[config.mk]
export PLATFORM = sky130hd
export DESIGN_NAME = fifo_new_single_clk
export DESIGN_NICKNAME = d
export VERILOG_FILES = /design/src/rtl/fifo_new_single_clk.sv
export SDC_FILE = /design/constraint.sdc
export NUM_CORES = 1
export LEC_CHECK = 0
export BUFFER_PORTS_ARGS = -buffer_cell sky130_fd_sc_hd__buf_4
export CAP_MARGIN = 25
export CELL_PAD_IN_SITES_DETAIL_PLACEMENT = 1
export CELL_PAD_IN_SITES_GLOBAL_PLACEMENT = 2
export CORE_ASPECT_RATIO = 2
export CORE_MARGIN = 2
export CORE_UTILIZATION = 39
export DETAILED_ROUTE_END_ITERATION = 7
export GPL_TIMING_DRIVEN = 0
export PLACE_DENSITY_LB_ADDON = 0.1
export RECOVER_POWER = 100
export SYNTH_ARGS = -nofsm -noshare
export SYNTH_HDL_FRONTEND = slang
export SYNTH_SLANG_ARGS = --single-unit
export TNS_END_PERCENT = 5
[constraint.sdc]
create_clock -name clk -period 3.3 [get_ports clk]
set_clock_uncertainty 0.2 [all_clocks]
set_input_delay 0.165 -clock clk [delete_from_list [all_inputs] [get_ports clk]]
set_output_delay 0.165 -clock clk [all_outputs]
set_load 0.03 [all_outputs]
[src/rtl/fifo_new_single_clk.sv]
// Single-clock byte FIFO with occupancy count, status flags and overflow/underflow reporting.
// Define STICKY_FLAGS_EN to make fifo_overflow/fifo_underflow latch until rst instead of pulsing.
module fifo_new_single_clk #(
    parameter int DATA_WIDTH = 8,
    parameter int DEPTH      = 64,
    parameter int ADDR_WIDTH = 6,
    parameter int CNT_WIDTH  = 8,
    parameter int THRESHOLD  = 48
) (
    input  logic                  clk,
    input  logic                  rst,
    input  logic                  wr_en,
    input  logic                  rd_en,
    input  logic [DATA_WIDTH-1:0] buf_in,
    output logic [DATA_WIDTH-1:0] buf_out,
    output logic                  buf_empty,
    output logic                  buf_full,
    output logic [CNT_WIDTH-1:0]  fifo_counter,
    output logic                  fifo_threshold,
    output logic                  fifo_overflow,
    output logic                  fifo_underflow
);

    logic [DATA_WIDTH-1:0] mem_r [DEPTH];
    logic [ADDR_WIDTH-1:0] wr_ptr_r;
    logic [ADDR_WIDTH-1:0] rd_ptr_r;
    logic [CNT_WIDTH-1:0]  count_r;
    logic [DATA_WIDTH-1:0] buf_out_r;
    logic                  overflow_r;
    logic                  underflow_r;
    logic                  wr_accept_s;
    logic                  rd_accept_s;

    assign fifo_counter   = count_r;
    assign buf_out        = buf_out_r;
    assign fifo_overflow  = overflow_r;
    assign fifo_underflow = underflow_r;

    // Status decodes and accept qualification; full/empty gate the requests.
    always_comb begin
        buf_empty      = (count_r == {CNT_WIDTH{1'b0}});
        buf_full       = (count_r == CNT_WIDTH'(DEPTH));
        fifo_threshold = (count_r >= CNT_WIDTH'(THRESHOLD));
        wr_accept_s    = wr_en & ~buf_full;
        rd_accept_s    = rd_en & ~buf_empty;
    end

    // Storage array: not reset, so stale contents survive rst but are unreachable.
    always_ff @(posedge clk) begin
        if (!rst && wr_accept_s) begin
            mem_r[wr_ptr_r] <= buf_in;
        end else begin
            mem_r[wr_ptr_r] <= mem_r[wr_ptr_r];
        end
    end

    // Pointers, occupancy and read data register.
    always_ff @(posedge clk) begin
        if (rst) begin
            wr_ptr_r  <= {ADDR_WIDTH{1'b0}};
            rd_ptr_r  <= {ADDR_WIDTH{1'b0}};
            count_r   <= {CNT_WIDTH{1'b0}};
            buf_out_r <= {DATA_WIDTH{1'b0}};
        end else begin
            // Power-of-two depth lets the pointers wrap by natural overflow.
            if (wr_accept_s) begin
                wr_ptr_r <= wr_ptr_r + ADDR_WIDTH'(1);
            end else begin
                wr_ptr_r <= wr_ptr_r;
            end
            if (rd_accept_s) begin
                rd_ptr_r  <= rd_ptr_r + ADDR_WIDTH'(1);
                buf_out_r <= mem_r[rd_ptr_r];
            end else begin
                rd_ptr_r  <= rd_ptr_r;
                buf_out_r <= buf_out_r;
            end
            case ({wr_accept_s, rd_accept_s})
                2'b10:   count_r <= count_r + CNT_WIDTH'(1);
                2'b01:   count_r <= count_r - CNT_WIDTH'(1);
                default: count_r <= count_r;
            endcase
        end
    end

    // Error indications, either per-cycle pulses or latched until rst.
    always_ff @(posedge clk) begin
        if (rst) begin
            overflow_r  <= 1'b0;
            underflow_r <= 1'b0;
        end else begin
`ifdef STICKY_FLAGS_EN
            overflow_r  <= overflow_r  | (wr_en & buf_full);
            underflow_r <= underflow_r | (rd_en & buf_empty);
`else
            overflow_r  <= wr_en & buf_full;
            underflow_r <= rd_en & buf_empty;
`endif
        end
    end

endmodule

==> implementation parameters, run 1 <==
Parameter                              Value

CTS
  CTS root buf ... sky130_fd_sc_hd__clkbuf_16
  Number of H-tree branching levels ... 2
  CTS sink count ... between 500 and 600
  Maximum clock path buffer count ... 3
  Clock tree from TritonCTS ... yes
  Clock insertion delay at the later pin of the skew report ... between 0.5 and 0.6 ns
  Clock buffers created by TritonCTS ... 49
  Worst-path clk slew ... about 0.060 ns

Timing
  Worst setup slack after layout ... 0.0300 ns
  Setup violation total in the final timing report ... 0
  Time the final worst path needs with I/O delays and setup ... 3.27 ns
  Hold Worst Slack ... about 0.21 ns
  Final Hold Violating Endpoints ... 0
  Slew HR ... -0.105
  Post-route clock period utilization ... 0.991
  Setup repair after global routing missed its margin ... true
  Peak Freq ... just over 300 MHz
  Transition time at the pin with the least slew margin ... roughly 1.7 ns
  Max-slew violation count ... between 200 and 300

Die
  Chip height ... 337 µm
  Total die area ... between 0.05 and 0.06 mm²
  Row count ... 122
  Placeable core region ... between 0.05 and 0.06 mm²
  Number of top-level pins ... 33
  Initial Util ... 0.393
  Die X ... roughly 170 µm

Finish
  Most common library cell in the layout ignoring fill and taps ... sky130_fd_sc_hd__edfxtp_1
  Layout net count ... 1272
  # diodes ... 0
  Area growth from synthesis to final layout ... 14.4%
  Most frequent cells in the layout ... 512 x sky130_fd_sc_hd__edfxtp_1, 75 x sky130_fd_sc_hd__mux2i_1, 56 x sky130_fd_sc_hd__mux4_2, 51 x sky130_fd_sc_hd__nor2_1, 49 x sky130_fd_sc_hd__clkbuf_16
  Final standard cell count with taps included and fillers excluded ... about 2000
  Total of fill cells in the finished design ... 5121
  FF/Latch Area ... roughly 0.016 mm²
  Layout Utilization ... 0.449
  Multi-input logic area ... 0.00537 mm²
  Fraction of layout cells with a size suffix above 1 ... 0.225

Placement
  Post-place setup slack ... -0.716 ns
  Inst Count DP ... 1864
  Number of port buffers ... 32
  Routability-driven placement congestion ratio ... 0.891
  Total half-perimeter wirelength after legalization and detailed placement ... between 40 and 50 mm

Worst setup path
  Crit path DAT ... 3.59 ns
  Most Frequent Cell on Critical Path ... sky130_fd_sc_hd__buf_2
  Peak fanout along the critical path ... 10
  Critical path endpoint category ... flip-flop
  Critical Path Slowest Stage Cell ... sky130_fd_sc_hd__o31ai_1
  Classification of the worst setup path ... reg2reg
  Cell Chain, Critical Path ... buf_2, buf_2, buf_2, buf_2, a21oi_1, o31ai_1, nand3_1, nand2_1
  Startpoint of the worst setup timing path ... rd_ptr_r[1]$_SDFFE_PP0P_
  Worst Setup Start Kind ... flip-flop
  Worst reg2reg startpoint ... rd_ptr_r[1]$_SDFFE_PP0P_
  Critical Path RT ... ~3.6 ns
  Depth of the most critical reg-to-reg path ... 8
  Critical path's largest stage delay ... ~0.84 ns

Route
  Post-detailed-routing wire length ... 61.1 mm
  DR WL/cell ... just over 30 µm
  Number of vias in the routed layout ... 11000
  Detail Route Antenna Nets ... 0
  Remaining routing DRC violations ... 0
  Number of DRC markers after the initial detailed-route iteration ... ~790
  Met3 wire len ... roughly 1.7 mm
  Post-DR vias/cell ... 5.62
  Uppermost routed layer ... met4
  Metal-1 WL ... around 25 mm
  Number of detailed-route iterations in the first pass ... 6
  Met2 wire length ... between 30 and 40 mm

Power and ir drop
  Clock group share of total power ... 0.337
  Internal power summed over all cells ... between 10 and 15 mW
  Worst-case vdd ir drop ... approximately 600 µV
  Cell Pwr Density ... between 700 and 800 mW/mm²
  LEAKAGE ... between 7 and 8 nW
  Net switching share of the total power ... 0.277
  Relative contribution of sequential cells to total power ... 0.443
  Net switching power ... 4.86 mW
  Final Total Pwr ... 17.6 mW
  Combinational share of power ... 0.220

Yosys
  Cells taking the most area after synthesis ... sky130_fd_sc_hd__edfxtp_1 71%, sky130_fd_sc_hd__mux4_2 5.8%, sky130_fd_sc_hd__mux4_1 4.3%, sky130_fd_sc_hd__mux2i_1 3.5%, sky130_fd_sc_hd__dfxtp_1 2.8%
  Flip-flop and latch count after synthesis ... about 540
  Sequential share of the synthesized area ... 0.740
  Per-instance average area after synthesis ... between 15 and 20 µm²
  Number of nets in the synthesized netlist ... around 1200
  Instance count of the mapped netlist ... 1148
  Ys Warns ... 0
  Unique masters post-synth ... 48
  Share of synthesized registers carrying an async set or reset ... 0
  Largest area contributor in the synthesized netlist ... sky130_fd_sc_hd__edfxtp_1
  Post-synth EDFFs ... ~510
  Most common flop cell mapped by yosys ... sky130_fd_sc_hd__edfxtp_1
  Fraction of synthesized cell area taken by the top area cell type ... 0.712
  Netlist Area Pre-Place ... ~0.022 mm²

Job
  MaxCap Viol Count ... 5

Worst hold path
  Hold Startpoint ... wr_en
  Cell count of the worst hold path ... 3
  HP Class ... in2reg

GRT
  Via count of the first global-routing pass ... roughly 12000
  Largest net degree at the start of global routing ... 65
  Wire length of the first global-routing pass ... about 86 mm
  Global-route usage over all layers ... 0.217
  Number of antenna violations at the first check in global routing ... 0
  Congestion Overflow GR ... 0

Outcome
  Failing checks ... capacitance limit, slew limit
  Status ... finished, violations left
## power by group through the flow
stage / clock (mW) / combinational (mW) / sequential (mW)
finish: 5.92 / 3.86 / 7.78
global route: 6.25 / 4.09 / 7.79
CTS: 6.05 / 3.80 / 7.75
detailed placement: 0 / 3.75 / 7.90
global placement: 0 / 3.69 / 7.89
floorplan: 0 / 2.29 / 7.99
## flip-flops by register name, indices dropped and copies added (netlist names)
name            count
rd_ptr_r            6
mem_r             512
buf_out             8
wr_ptr_r            6
fifo_counter        8
fifo_underflow      1
fifo_overflow       1
## path summary, 6_finish.rpt
check                                                end  slack, ns
worst min-delay path            fifo_overflow$_SDFF_PP0_       0.21
worst min register to register   buf_out[0]$_SDFFE_PP0P_       0.36
worst max-delay path             buf_out[2]$_SDFFE_PP0P_       0.03
worst max register to register   buf_out[2]$_SDFFE_PP0P_       0.03
## through the flow
step	area (µm²)	setup TNS, ns
3_3_place_gp	22700	-103.33
6_report	24700	0
5_1_grt	24700	-0.0852
2_1_floorplan	21600	0
4_1_cts	24600	-1.40
3_5_place_dp	22700	-124.35
## logic make-up after synthesis
kind of cell    count (synthesis)  share of synthesized area
flops                         542                      0.740
simple gates                  188                     0.0385
mux                           187                      0.147
compound gates                132                     0.0412
buf+inv                        75                     0.0215
xor+xnor                       14                    0.00568
fa+ha+maj                      10                    0.00614
## routing by layer
metal  vias up  track usage
li1       4868            -
met5         -            0
met1      5861        0.272
met2       220        0.385
met4         0       0.0853
met3        94       0.0210
## layout make-up
type | instances | area share
clock buffer | 54 | 0.0504
multi-input combinational | 531 | 0.218
inverter | 11 | 0.00167
sequential | 542 | 0.647
timing repair buffer | 52 | 0.0156
buffer | 63 | 0.0169
tap | 682 | 0.0346
clock inverter | 31 | 0.0160
## Yosys cell counts (3+ instances only)
cell                         n
sky130_fd_sc_hd__edfxtp_1  512
sky130_fd_sc_hd__nor2_1     92
sky130_fd_sc_hd__mux2i_1    75
sky130_fd_sc_hd__mux4_2     56
sky130_fd_sc_hd__nand2_1    42
sky130_fd_sc_hd__mux4_1     35
sky130_fd_sc_hd__dfxtp_1    30
sky130_fd_sc_hd__a21oi_1    27
sky130_fd_sc_hd__clkbuf_1   27
sky130_fd_sc_hd__mux2_2     21
sky130_fd_sc_hd__o22ai_1    19
sky130_fd_sc_hd__o21ai_0    17
sky130_fd_sc_hd__nand3_1    16
sky130_fd_sc_hd__buf_2      15
sky130_fd_sc_hd__a22oi_1    14
sky130_fd_sc_hd__o221ai_1   13
sky130_fd_sc_hd__a211oi_1   11
sky130_fd_sc_hd__inv_1      11
sky130_fd_sc_hd__buf_6      10
sky130_fd_sc_hd__ha_1        9
sky130_fd_sc_hd__xor2_1      9
sky130_fd_sc_hd__nor2b_1     8
sky130_fd_sc_hd__o21bai_1    8
sky130_fd_sc_hd__a32oi_1     7
sky130_fd_sc_hd__nand4_1     6
sky130_fd_sc_hd__nand3b_1    5
sky130_fd_sc_hd__nor3_1      5
sky130_fd_sc_hd__xnor2_1     5
sky130_fd_sc_hd__buf_8       4
sky130_fd_sc_hd__o311ai_1    4
sky130_fd_sc_hd__o31ai_1     4
sky130_fd_sc_hd__buf_1       3
sky130_fd_sc_hd__buf_4       3
sky130_fd_sc_hd__nor4_1      3
sky130_fd_sc_hd__or3_1       3
## worst max-delay path: cells and delay by family, from the launching register on
| kind | cells | cell delay (ns) |
|---|---|---|
| simple gates | 2 | 0.27 |
| compound gates | 2 | 0.93 |
| flops | 1 | 0.34 |
| buf+inv | 4 | 1.46 |
## repair_timing
action / in CTS / in global routing
setup buffers: 0 / 9
hold endpoints to repair: 162 / 0
resized for setup: 53 / 17
cloned: 0 / 0
hold buffers: 9 / 0
pin swaps: 0 / 7
endpoints found under the setup margin: 324 / 228
Note: power is estimated with default switching activity, not from simulation.
==> run 2: changes to the inputs <==
--- a/config.mk
+++ b/config.mk
@@ -11,7 +11,7 @@
 export CELL_PAD_IN_SITES_GLOBAL_PLACEMENT = 2
 export CORE_ASPECT_RATIO = 2
 export CORE_MARGIN = 2
-export CORE_UTILIZATION = 39
+export CORE_UTILIZATION = 30
 export DETAILED_ROUTE_END_ITERATION = 7
 export GPL_TIMING_DRIVEN = 0
 export PLACE_DENSITY_LB_ADDON = 0.1
==> run 2 against run 1 <==
Net effect:
- the run still ends with capacitance limit, slew limit left
- sequential power about the same
- sequential share of layout area down 1.3 points
- via count up 0.62%
- wire length up 13%
- register-to-register slack better by 0.096 ns
- combinational power up 4%
- hold slack worse by 0.016 ns
- first-iteration DRC count down 5.8%
- design area up 2.0%
- sequential cell count unchanged
- global-route usage down 3.0 points
- critical endpoint is now fifo_counter[7]$_SDFFE_PP0P_
- largest cell class unchanged
- largest power group unchanged
==> implementation parameters, run 2 (same netlist as run 1, synthesis figures left out) <==
Parameter                              Value

CTS
  CTS sink count ... 542 (unchanged)
  Clock tree from TritonCTS ... yes
  CTS root buf ... sky130_fd_sc_hd__clkbuf_16
  Worst-path clk slew ... 0.07 ns (about the same)
  Maximum clock path buffer count ... 3 (unchanged)
  Clock buffers created by TritonCTS ... 50 (+2.0%)
  Clock insertion delay at the later pin of the skew report ... 0.60 ns (+0.02 ns)
  Number of H-tree branching levels ... 2 (unchanged)

Finish
  Most common library cell in the layout ignoring fill and taps ... sky130_fd_sc_hd__edfxtp_1
  Most frequent cells in the layout ... 512 x sky130_fd_sc_hd__edfxtp_1, 71 x sky130_fd_sc_hd__mux2i_1, 56 x sky130_fd_sc_hd__mux4_2, 53 x sky130_fd_sc_hd__clkbuf_16, 50 x sky130_fd_sc_hd__nor2_1
  Total of fill cells in the finished design ... 7059 (+38%)
  Fraction of layout cells with a size suffix above 1 ... 0.233 (+0.00759)
  Post-route design area ... 0.0252 mm² (+2.0%)
  Layout net count ... 1279 (+0.55%)
  Area growth from synthesis to final layout ... 16.7%
  Biggest register ... mem_r
  # diodes ... 0 (unchanged)
  Number of flip-flops under the largest register name ... 512 (unchanged)
  Layout Utilization ... 0.352 (-0.0968)
  Final standard cell count with taps included and fillers excluded ... 2214 (+13%)

Die
  Placeable core region ... 0.0715 mm² (+30%)
  Number of top-level pins ... 33 (unchanged)
  Initial Util ... 0.302 (-0.0908)
  Die X ... 194 µm (+14%)
  Row count ... 139 (+14%)
  Chip height ... 383 µm (+14%)
  Total die area ... 0.0742 mm² (+29%)

Placement
  Number of port buffers ... 32 (unchanged)
  Total placed instance area ... 0.0231 mm² (+1.5%)
  Total half-perimeter wirelength after legalization and detailed placement ... 46.8 mm (+15%)
  Routability-driven placement congestion ratio ... 0.760 (-15%)
  Inst Count DP ... 2101 (+13%)

Timing
  Transition time at the pin with the least slew margin ... 1.73 ns (+0.0715 ns)
  Time the final worst path needs with I/O delays and setup ... 3.17 ns (-0.0960 ns)
  Setup violation total in the final timing report ... 0 (unchanged)
  Peak Freq ... 315 MHz (+3.0%)
  Hold Worst Slack ... 0.199 ns (-0.0164 ns)
  Slew HR ... -0.152 (-0.0477)
  Setup repair after global routing missed its margin ... true
  Max-slew violation count ... 455 (+57%)
  Post-route clock period utilization ... 0.962 (-0.0291)
  Final Hold Violating Endpoints ... 0 (unchanged)

Worst setup path
  Peak fanout along the critical path ... 6 (-4)
  Depth of the most critical reg-to-reg path ... 13 (+5)
  Critical path endpoint category ... flip-flop
  Critical Path RT ... 3.62 ns (about the same)
  Classification of the worst setup path ... reg2reg
  Crit path DAT ... 3.50 ns (-0.09 ns)
  Worst Setup Start Kind ... flip-flop

Route
  Remaining routing DRC violations ... 0 (unchanged)
  Number of vias in the routed layout ... 11100 (+0.62%)
  DR WL/cell ... 31.1 µm (about the same)
  Number of detailed-route iterations in the first pass ... 5 (-1)
  Detail Route Antenna Nets ... 0 (unchanged)
  Number of DRC markers after the initial detailed-route iteration ... 746 (-5.8%)
  Post-DR vias/cell ... 5.02 (-11%)
  Post-detailed-routing wire length ... 68.8 mm (+13%)

GRT
  Congestion Overflow GR ... 0 (unchanged)
  Wire length of the first global-routing pass ... 95.8 mm (+12%)
  Via count of the first global-routing pass ... 12100 (+3.8%)
  Largest net degree at the start of global routing ... 65 (unchanged)
  Number of antenna violations at the first check in global routing ... 1 (+1)
  Global-route usage over all layers ... 0.187 (-0.0302)

Outcome
  Status ... finished, violations left
  Failing checks ... capacitance limit, slew limit

Power and ir drop
  Final Total Pwr ... 18.0 mW (+2.6%)
  Worst-case vdd ir drop ... 451 µV (-25%)
  Cell Pwr Density ... 715 mW/mm² (+0.49%)
  LEAKAGE ... 7.73 nW (+0.62%)

Worst hold path
  HP Class ... in2reg
  Cell count of the worst hold path ... 3 (unchanged)

Job
  MaxCap Viol Count ... 7 (+2)
run 2: changes by cell type in the layout (fill, tap and decap cells not counted), sizes merged:
cell / delta
clkbuf: +15
clkinvlp: +6
buf: -4
clkinv: -2
bufinv: -1
dlygate4sd3: +1
inv: -1
run 2: cell type report:
cell class | count | area, µm² | area share
inverter | 11 | 41.3 | 0.00164
tap | 916 | 1150 | 0.0455
clock inverter | 33 | 374 | 0.0149
buffer | 63 | 423 | 0.0168
multi-input combinational | 531 | 5440 | 0.216
clock buffer | 60 | 1350 | 0.0537
sequential | 542 | 16000 | 0.634
timing repair buffer | 58 | 434 | 0.0172
run 2: critical path, stage by stage, from the launching register on:
cell,delay [ns]
sky130_fd_sc_hd__dfxtp_4,0.35
sky130_fd_sc_hd__nor4_4,0.36
sky130_fd_sc_hd__buf_4,0.17
sky130_fd_sc_hd__nand3_2,0.10
sky130_fd_sc_hd__inv_2,0.10
sky130_fd_sc_hd__nor2_4,0.06
sky130_fd_sc_hd__ha_4,0.20
sky130_fd_sc_hd__ha_2,0.38
sky130_fd_sc_hd__nand3_1,0.08
sky130_fd_sc_hd__o211ai_1,0.37
sky130_fd_sc_hd__o41ai_2,0.12
sky130_fd_sc_hd__xnor2_1,0.14
sky130_fd_sc_hd__or3_1,0.31
sky130_fd_sc_hd__a21oi_1,0.14
run 2: through the flow:
| step | worst slack (ns) | TNS (ns) |
|---|---|---|
| floorplan | 0.0513 | 0 |
| global placement | -0.984 | -162.01 |
| detailed placement | -1.00 | -166.61 |
| CTS | 0.0000739 | 0 |
| global route | -0.0491 | -0.0726 |
| finish | 0.126 | 0 |
run 2: worst paths after layout:
kind / slack (ns) / endpoint / from
worst max register to register: 0.13 / fifo_counter[7]$_SDFFE_PP0P_ / fifo_counter[5]$_SDFFE_PP0P_
worst max-delay path: 0.13 / fifo_counter[7]$_SDFFE_PP0P_ / fifo_counter[5]$_SDFFE_PP0P_
worst min register to register: 0.33 / buf_out[0]$_SDFFE_PP0P_ / buf_out[0]$_SDFFE_PP0P_
worst min-delay path: 0.20 / fifo_overflow$_SDFF_PP0_ / wr_en
run 2: metal layers:
metal,global-route usage,share of wire,up-vias
met4,0.0714,0.037,0
met3,0.0183,0.025,103
met5,0,0,-
li1,-,-,4882
met1,0.203,0.37,5933
met2,0.367,0.57,193
run 2: power breakdown:
| group | internal (mW) | switching [mW] |
|---|---|---|
| Combinational | 1.64 | 2.38 |
| Sequential | 7.64 | 0.151 |
| Clock | 3.55 | 2.65 |
run 2: timing repair:
action | CTS | global route
gates resized for setup | 86 | 5
pin swaps | 9 | 2
setup endpoints to repair | 435 | 16
endpoints found under the hold margin | 60 | 12
setup buffers | 10 | 0
hold buffers | 9 | 1
==> run 3: changes to the inputs <==
--- a/config.mk
+++ b/config.mk
@@ -14,7 +14,8 @@
 export CORE_UTILIZATION = 30
 export DETAILED_ROUTE_END_ITERATION = 7
 export GPL_TIMING_DRIVEN = 0
-export PLACE_DENSITY_LB_ADDON = 0.1
+export MAX_ROUTING_LAYER = met4
+export PLACE_DENSITY = 0.64
 export RECOVER_POWER = 100
 export SYNTH_ARGS = -nofsm -noshare
 export SYNTH_HDL_FRONTEND = slang
==> run 3 against run 2 <==
Net effect:
- the run ends with capacitance limit, slew limit, setup timing left
- via count increased by 1.3%
- worst setup slack got worse by 0.19 ns
- clock power fell by 18%
- utilization down 0.76 points
- count of clock-buffer cells in the layout fell by 3
- register-to-register slack got worse by 0.19 ns
==> implementation parameters, run 3 (same netlist as run 1, synthesis figures left out) <==
Parameter                              Value

Die
  Number of top-level pins ... 33 (unchanged)
  Die X ... 194 µm (unchanged)
  Initial Util ... 0.302 (unchanged)
  Total die area ... 0.0742 mm² (unchanged)
  Row count ... 139 (unchanged)
  Placeable core region ... 0.0715 mm² (unchanged)
  Chip height ... 383 µm (unchanged)

Finish
  Layout Utilization ... 0.345 (-0.00756)
  Layout net count ... 1262 (-1.3%)
  Area growth from synthesis to final layout ... 14.2%
  Biggest register ... mem_r
  Most common library cell in the layout ignoring fill and taps ... sky130_fd_sc_hd__edfxtp_1
  # diodes ... 0 (unchanged)
  Number of flip-flops under the largest register name ... 512 (unchanged)
  Fraction of layout cells with a size suffix above 1 ... 0.203 (-0.0295)
  Most frequent cells in the layout ... 512 x sky130_fd_sc_hd__edfxtp_1, 73 x sky130_fd_sc_hd__mux2i_1, 56 x sky130_fd_sc_hd__mux4_2, 55 x sky130_fd_sc_hd__clkbuf_1, 49 x sky130_fd_sc_hd__nor2_1

GRT
  Via count of the first global-routing pass ... 12100 (+0.31%)
  Wire length of the first global-routing pass ... 90.2 mm (-5.8%)
  Number of antenna violations at the first check in global routing ... 0 (-1)
  Congestion Overflow GR ... 0 (unchanged)
  Largest net degree at the start of global routing ... 65 (unchanged)
  Global-route usage over all layers ... 0.178 (-0.00873)

CTS
  Number of H-tree branching levels ... 2 (unchanged)
  Clock tree from TritonCTS ... yes
  CTS root buf ... sky130_fd_sc_hd__clkbuf_16
  Clock buffers created by TritonCTS ... 43 (-14%)
  Maximum clock path buffer count ... 3 (unchanged)
  CTS sink count ... 542 (unchanged)
  Clock insertion delay at the later pin of the skew report ... 0.58 ns (-0.02 ns)
  Worst-path clk slew ... 0.07 ns (about the same)

Placement
  Number of port buffers ... 32 (unchanged)
  Routability-driven placement congestion ratio ... 0.859 (+13%)
  Total half-perimeter wirelength after legalization and detailed placement ... 45.1 mm (-3.7%)

Route
  Number of detailed-route iterations in the first pass ... 5 (unchanged)
  Remaining routing DRC violations ... 0 (unchanged)
  Post-detailed-routing wire length ... 64.1 mm (-6.9%)
  Detail Route Antenna Nets ... 0 (unchanged)
  DR WL/cell ... 29.3 µm (-5.7%)
  Number of vias in the routed layout ... 11300 (+1.3%)
  Number of DRC markers after the initial detailed-route iteration ... 728 (-2.4%)
  Post-DR vias/cell ... 5.15 (+2.6%)

Timing
  Post-route clock period utilization ... 1.02 (+0.0561)
  Setup violation total in the final timing report ... 1 (+1)
  Max-slew violation count ... 325 (-29%)
  Time the final worst path needs with I/O delays and setup ... 3.36 ns (+0.185 ns)
  Transition time at the pin with the least slew margin ... 1.67 ns (-0.0550 ns)
  Worst setup slack after layout ... -0.0590 ns (-0.185 ns)
  Setup repair after global routing missed its margin ... true
  Peak Freq ... 298 MHz (-5.5%)
  Final Hold Violating Endpoints ... 0 (unchanged)
  Slew HR ... -0.116 (+0.0366)

Worst hold path
  Hold Startpoint ... wr_en
  HP Class ... in2reg

Worst setup path
  Peak fanout along the critical path ... 10 (+4)
  Classification of the worst setup path ... reg2reg
  Worst Setup Start Kind ... flip-flop
  Critical path endpoint category ... flip-flop
  Crit path DAT ... 3.68 ns (+0.18 ns)
  Startpoint of the worst setup timing path ... rd_ptr_r[1]$_SDFFE_PP0P_
  Critical Path RT ... 3.62 ns (about the same)
  Worst reg2reg startpoint ... rd_ptr_r[1]$_SDFFE_PP0P_

Outcome
  Status ... finished, violations left
  Failing checks ... capacitance limit, slew limit, setup timing

Power and ir drop
  Worst-case vdd ir drop ... 525 µV (+16%)
  Final Total Pwr ... 16.7 mW (-7.3%)
  LEAKAGE ... 7.45 nW (-3.5%)
  Cell Pwr Density ... 677 mW/mm² (-5.3%)

Job
  MaxCap Viol Count ... 5 (-2)
## run 3: cell count changes in the layout (fill, tap and decap cells not counted), sizes merged
| cell | before | now |
|---|---|---|
| clkinvlp | 8 | 2 |
| clkbuf | 106 | 109 |
| dlygate4sd3 | 10 | 8 |
| clkinv | 17 | 14 |
| bufinv | 8 | 2 |
| buf | 65 | 51 |
## run 3: layer usage
metal	track usage	share of wire	up-vias	wire (µm)
met4	0.100	0.064	0	4110
met5	-	0	-	0
met3	0.0175	0.029	148	1850
met2	0.345	0.57	282	36800
met1	0.169	0.33	5985	21400
li1	-	-	4836	-
## run 3: layout make-up
| class | count | area, µm² |
|---|---|---|
| buffer | 63 | 414 |
| sequential | 542 | 16000 |
| timing repair buffer | 48 | 310 |
| tap | 916 | 1150 |
| clock buffer | 57 | 1180 |
| fill | 7060 | 46800 |
| inverter | 11 | 43.8 |
| clock inverter | 18 | 138 |
| multi-input combinational | 531 | 5440 |
## run 3: what timing repair did
action | CTS | global route
endpoints found under the setup margin | 329 | 184
hold buffers | 8 | 0
pin swaps | 3 | 4
buffers inserted | 3 | 1
gates cloned | 0 | 0
gates resized for setup | 82 | 8
hold endpoints to repair | 77 | 0
## run 3: stage by stage
step	hold WS, ns	instances	setup WS, ns	setup TNS [ns]	area (µm²)
after floorplan	0.0639	1148	0.0513	0	21600
after global placement	0.249	2096	-0.775	-109.46	23000
after detailed placement	0.266	2100	-0.770	-115.66	23000
after CTS	0.000209	2186	-0.0773	-2.80	24700
after global routing	0.266	2186	-0.0301	-0.0303	24600
final	0.264	2186	-0.0590	-0.0590	24600
## run 3: path summary, 6_finish.rpt
path              slack (ns)                  endpoint  cells after the start
setup / recovery       -0.06   buf_out[5]$_SDFFE_PP0P_                      8
hold / removal          0.26  fifo_overflow$_SDFF_PP0_                      3
hold reg to reg         0.30   buf_out[0]$_SDFFE_PP0P_                      2
setup reg to reg       -0.06   buf_out[5]$_SDFFE_PP0P_                      8
## run 3: report_power, final
group          total [mW]  internal, mW  switching (mW)
Clock                5.07          2.67            2.40
Sequential           7.76          7.63           0.129
Combinational        3.85          1.53            2.32
Total                16.7          11.8            4.84
## run 3: critical path, stage by stage, from the launching register on
cell                      delay, ns
sky130_fd_sc_hd__dfxtp_1       0.33
sky130_fd_sc_hd__buf_2         0.25
sky130_fd_sc_hd__buf_2         0.38
sky130_fd_sc_hd__buf_2         0.40
sky130_fd_sc_hd__buf_2         0.44
sky130_fd_sc_hd__a21oi_1       0.10
sky130_fd_sc_hd__o31ai_1       0.90
sky130_fd_sc_hd__nand3_1       0.17
sky130_fd_sc_hd__nand2_1       0.10
